===== src/rtl/regfile_nport.sv =====
// Parametrised register file: one write port, NRD combinational read ports,
// one-hot write decode, optional zero register, optional write bypass and a sticky out-of-range flag.
module regfile_nport #(
  parameter int XLEN     = 32,
  parameter int NREGS    = 32,
  parameter int AW       = $clog2(NREGS),
  parameter int NRD      = 2,
  parameter int BYPASS   = 1,
  parameter int ZERO_REG = 1
) (
  input  logic                clk,
  input  logic                rst_n,
  input  logic                we,
  input  logic [AW-1:0]       waddr,
  input  logic [XLEN-1:0]     wdata,
  input  logic [NRD*AW-1:0]   raddr,
  output logic [NRD*XLEN-1:0] rdata,
  output logic [NREGS-1:0]    wsel,
  output logic                oob_err,
  input  logic                err_clr
);

  // One extra bit so NREGS itself is representable when it is a power of two.
  localparam logic [AW:0] NREGS_W = (AW+1)'(NREGS);

  logic [XLEN-1:0] regs [NREGS];
  logic [NRD-1:0]  rd_oob;
  logic            wr_oob;

  always_comb begin
    for (int i = 0; i < NREGS; i++) begin
      wsel[i] = we && (waddr == AW'(i)) && !(ZERO_REG != 0 && i == 0);
    end
  end

  assign wr_oob = we && ({1'b0, waddr} >= NREGS_W);

  // An out-of-range address matches no register, so it falls through to zero.
  for (genvar k = 0; k < NRD; k++) begin : g_rd
    logic [AW-1:0]   addr;
    logic [XLEN-1:0] val;

    assign addr      = raddr[k*AW +: AW];
    assign rd_oob[k] = ({1'b0, addr} >= NREGS_W);

    always_comb begin
      val = '0;
      for (int i = 0; i < NREGS; i++) begin
        if (addr == AW'(i)) begin
          if (ZERO_REG != 0 && i == 0) begin
            val = '0;
          end else if (BYPASS != 0 && wsel[i]) begin
            val = wdata;
          end else begin
            val = regs[i];
          end
        end
      end
    end

    assign rdata[k*XLEN +: XLEN] = val;
  end

  always_ff @(posedge clk or negedge rst_n) begin
    if (!rst_n) begin
      for (int i = 0; i < NREGS; i++) begin
        regs[i] <= '0;
      end
    end else begin
      for (int i = 0; i < NREGS; i++) begin
        if (wsel[i]) begin
          regs[i] <= wdata;
        end
      end
    end
  end

  // Set takes priority over clear so a fault in the clearing cycle is not lost.
  always_ff @(posedge clk or negedge rst_n) begin
    if (!rst_n) begin
      oob_err <= 1'b0;
    end else if (wr_oob || (|rd_oob)) begin
      oob_err <= 1'b1;
    end else if (err_clr) begin
      oob_err <= 1'b0;
    end
  end

endmodule


===== config.mk =====
export PLATFORM = sky130hd
export DESIGN_NAME = regfile_nport
export DESIGN_NICKNAME = d
export VERILOG_FILES = /design/src/rtl/regfile_nport.sv
export SDC_FILE = /design/constraint.sdc
export NUM_CORES = 2
export LEC_CHECK = 0
export CORE_MARGIN = 2
export CORE_UTILIZATION = 45
export DETAILED_ROUTE_END_ITERATION = 6
export PLACE_DENSITY = 0.73
export SYNTH_ARGS = -nofsm -noshare
export SYNTH_HDL_FRONTEND = slang
export SYNTH_SLANG_ARGS = --single-unit

===== constraint.sdc =====
create_clock -name clk -period 4.76 [get_ports clk]
set_input_delay 0.952 -clock clk [delete_from_list [all_inputs] [get_ports clk]]
set_output_delay 0.952 -clock clk [all_outputs]
set_load 0.05 [all_outputs]

==> run summary <==
Setup total negative slack on the finished layout was measured at -9280 ps. The number of iterations in the first detailed-routing pass came out at 7. The routability congestion estimate is 1.08. The routing usage on met1 is 0.646. Counting distinct cell types in the post-synthesis netlist gives 93.

The number of flip-flops under the largest register name is 992. The stage delay of the slowest cell on the critical path is 380 ps. Between clock sinks in the finished design, the worst skew comes to 0 ps. After floorplanning, the core was sized to cover 118,000 µm².

The number of buffers inserted for hold repair after clock tree synthesis came out at 0. In the finished design, the share of the clock period the worst path needs comes to 1.10. More flip-flops sit in one register than any other, and that register is regs.

The overall fraction of global-route tracks in use is 0.543. The minimum setup slack in the final design came out at -455 ps. The largest registers in the layout are regs: 992 flops.

The number of slew-limit violations in the final report is 0. The filler cells instantiated in the layout total 8,424. The sum of buffers and inverters on the critical path is 6. The post-synthesis cell area came out at 53,900 µm². The average size of a mapped cell came out at 9.55 µm². The cell with the most instances after synthesis is sky130_fd_sc_hd__dfrtp_1. The sum of overflow across all layers after global routing came out at 0. The final hold violation count is 0. The yosys synthesis warning count is 0.

The flip-flop cell with the highest count after synthesis is sky130_fd_sc_hd__dfrtp_1. Of the post-synthesis cell area, the dominant cell type holds 0.461. The area growth from synthesis to layout is 63.0%.

TritonCTS built the clock tree. The number of flip-flops and latches in the synthesized netlist is 992. Headroom to the max-slew limit came out at 0.390. The half-perimeter wire length of the detailed placement result is 250,000 µm.

The time the worst path needs with I/O delays and setup came out at 5210 ps. The floorplan die height is 350 µm. Sorting the synthesized cells by how often they occur yields sky130_fd_sc_hd__dfrtp_1, sky130_fd_sc_hd__nand2_1, sky130_fd_sc_hd__inv_1, sky130_fd_sc_hd__mux2i_1, sky130_fd_sc_hd__clkbuf_1. Setup repair after global routing could not meet its margin everywhere. The cell sitting at the root of the clock tree is a sky130_fd_sc_hd__clkbuf_16. In this run the cell area measured after placement is 74,800 µm².

Yosys mapped a number of flops with a built-in enable equal to 0. Once layout is complete, the cells apart from fillers number 9,613. The initial utilization of the core area, before any placement, comes to 0.455. The worst setup path is captured at a primary output. By area the synthesized netlist is led by sky130_fd_sc_hd__dfrtp_1, sky130_fd_sc_hd__mux2i_1, sky130_fd_sc_hd__mux2_2.

The total area of sequential cells came out at 24,800 µm². The sum of routed wire length over all layers is 346,000 µm. The top fanout value on the critical path came out at 7. Synthesis produced 5,639 cells. The min-delay analysis places its worst path in the category input pin to asynchronous set/reset pin. The most repeated library cell on the critical path is sky130_fd_sc_hd__buf_12. The via density per instance came out at 6.69.

The number of cells after detailed placement came out at 9,155. The flow ran to the end, but the final reports show violations. In this run the most used layer during global routing was met2. Broken down by cell family, the worst path's largest delay share belongs to compound AO/OA/AOI/OAI gates. Timing would allow up to 192 MHz. In the final routed layout, each cell accounts on average for 36.0 µm. The clock transition time at the flip-flop clock pins of the worst setup and hold paths is 60 ps.

The count of buffers from port buffering came out at 144. The die covers 123,000 µm². The level count of the clock H-tree came out at 3. The global-route wire length before repair came out at 468,000 µm. The reported max-cap violation count came out at 0. Once detail routing completed, the nets flagged for antenna violations numbered 0. The source-to-sink clock delay at the later pin of the worst-skew pair came out at 790 ps.

The leakage component of the power came out at 43.8 nW. Data arrives at the worst endpoint at 4260 ps. The area used by multi-input combinational logic came out at 30,600 µm². The final net count is 7,954. IR analysis of the VDD net gives a maximum drop of 389 µV. For this run, design rule violations remaining after detail routing come to 17. Setup violations remaining at the end of the flow were counted as 56.

The maximum number of pins on one net before global-route repair came out at 103. The maximum number of buffers from clock root to sink came out at 3. In the final layout, the share of cells above drive strength 1 is 0.479.

The CTS sink count is 992. The synthesized design spends more area on one cell type than any other, namely sky130_fd_sc_hd__dfrtp_1. The via count of the first global-routing pass came out at 61,731. During I/O placement, the number of pins put on the boundary was 148.

The transition at the pin with the smallest max-transition slack came out at 916 ps. The number of vias after detailed routing is 64,316. The initial antenna violation count was 19.

The cell area after layout is 87,800 µm². The floorplan step set the die width to 350 µm. The critical path goes through buf_12 -> nor4b_4 -> buf_6 -> buf_12 -> nand2_8 -> buf_16 -> buf_12 -> mux2_2 -> a222oi_1 -> nand3_1 -> o211ai_1 -> nand4_1 -> a21oi_2 -> a211oi_4 -> buf_12. For this design the ratio of total power to cell area is 342 nW/µm². The met3 usage in global routing came out at 0.196. The global routing usage on met2 came out at 0.767. The largest individual stage delay along the critical path comes from the cell sky130_fd_sc_hd__nand4_1.

The checks that failed: DRC, setup timing. The async set-or-reset flop fraction in the synthesized netlist came out at 1.00. The kind of launch point of the worst setup path is an input pin.

At the worst endpoint, the required time is 3810 ps. The setup path with the least slack is of type input pin to primary output. The number of standard-cell rows in the floorplan is 126. The initial detailed-routing violation count is 10,077. The total clock buffers created by CTS is 116. Of the synthesized area, sequential elements account for 0.461.
## cell families (layout without fill, tap and decap cells)
| kind of cell | count (synthesis) | in the layout | synth area share |
|---|---|---|---|
| other | 1 | 17 | 0.0000696 |
| buffers and inverters | 1037 | 3395 | 0.0779 |
| flip-flops | 992 | 992 | 0.461 |
| AO/OA/AOI/OAI | 1548 | 1548 | 0.193 |
| multiplexers | 864 | 864 | 0.170 |
| AND/OR/NAND/NOR | 1196 | 1196 | 0.0985 |
| XOR/XNOR | 1 | 1 | 0.000163 |
## cell usage in the layout (no fill, tap or decap), types with 33 or more instances in the layout
cell,netlist,final
sky130_fd_sc_hd__a221oi_2,0,51
sky130_fd_sc_hd__buf_8,0,48
sky130_fd_sc_hd__a21oi_1,276,217
sky130_fd_sc_hd__a211oi_1,69,40
sky130_fd_sc_hd__a221oi_1,99,42
sky130_fd_sc_hd__mux2i_2,0,40
sky130_fd_sc_hd__o21ai_1,7,42
sky130_fd_sc_hd__mux2_2,296,273
sky130_fd_sc_hd__mux2i_4,0,57
sky130_fd_sc_hd__nand3_1,75,56
sky130_fd_sc_hd__a21oi_2,0,35
sky130_fd_sc_hd__inv_1,565,546
sky130_fd_sc_hd__clkbuf_16,0,121
sky130_fd_sc_hd__dfrtp_1,992,992
sky130_fd_sc_hd__o21ai_0,281,204
sky130_fd_sc_hd__nand2_2,6,38
sky130_fd_sc_hd__nor2_4,2,36
sky130_fd_sc_hd__buf_6,7,182
sky130_fd_sc_hd__o211ai_1,55,55
sky130_fd_sc_hd__buf_4,43,2066
sky130_fd_sc_hd__a22oi_1,101,83
sky130_fd_sc_hd__nor3_1,61,36
sky130_fd_sc_hd__o22ai_2,0,33
sky130_fd_sc_hd__clkbuf_1,302,33
sky130_fd_sc_hd__o22ai_1,294,250
sky130_fd_sc_hd__mux2i_1,556,459
sky130_fd_sc_hd__nor2_1,239,190
sky130_fd_sc_hd__buf_12,0,263
sky130_fd_sc_hd__nand2_1,639,582
## final cells by class
type                       instances  share of cell area
antenna                           15            0.000427
clock buffer                     179              0.0394
clock inverter                    34             0.00567
inverter                         573              0.0247
multi-input combinational       3611               0.349
sequential                       992               0.283
tap                             1600              0.0228
timing repair buffer            2609               0.276
## report_power, final
| part | switching (mW) | total (mW) | internal, mW |
|---|---|---|---|
| logic | 5.32 | 9.73 | 4.41 |
| clock network | 4.09 | 9.62 | 5.53 |
| registers | 0.615 | 10.7 | 10.1 |
| total | 10.0 | 30.0 | 20.0 |
## worst reg2reg max path: stages (launching register included)
cell	delay [ps]
sky130_fd_sc_hd__dfrtp_1	450
sky130_fd_sc_hd__o21ai_1	240
sky130_fd_sc_hd__buf_4	200
sky130_fd_sc_hd__nand2_1	100
sky130_fd_sc_hd__buf_4	160
## stage by stage
| stage | hold slack, ps | worst slack (ps) | power, mW | util |
|---|---|---|---|---|
| 2_1_floorplan | 446 | -229 | 13.9 | - |
| 3_3_place_gp | 472 | -1280 | 18.6 | 0.631 |
| 3_5_place_dp | 475 | -1300 | 18.8 | 0.631 |
| 4_1_cts | 253 | -188 | 28.9 | 0.710 |
| 5_1_grt | 255 | -388 | 30.7 | 0.742 |
| 6_report | 240 | -455 | 30.0 | 0.742 |
## repair_timing
action,CTS,global route
resized for setup,929,589
setup buffers,158,119
gates cloned,7,4
pin swaps,208,277
endpoints found under the setup margin,64,64
## layer usage
layer  vias to the layer above  wire, µm
li1                      24863         -
met1                     30844    116000
met2                      6324    139000
met3                      2269     49400
met4                        16     41100
met5                         -        96
## worst paths after layout
check / slack [ps] / cells after the start / startpoint / to
setup / recovery: -450 / 15 / waddr[4] / rdata[58]
hold / removal: 240 / 1 / rst_n / regs[952]$_DFF_PN0_
setup reg to reg: 3490 / 4 / regs[749]$_DFF_PN0_ / regs[749]$_DFF_PN0_
hold reg to reg: 490 / 2 / regs[946]$_DFF_PN0_ / regs[946]$_DFF_PN0_
max in group asynchronous: 3260 / 2 / rst_n / regs[10]$_DFF_PN0_
min in group clk: 490 / 2 / regs[946]$_DFF_PN0_ / regs[946]$_DFF_PN0_
No activity file was read; power rests on OpenSTA's default activity.
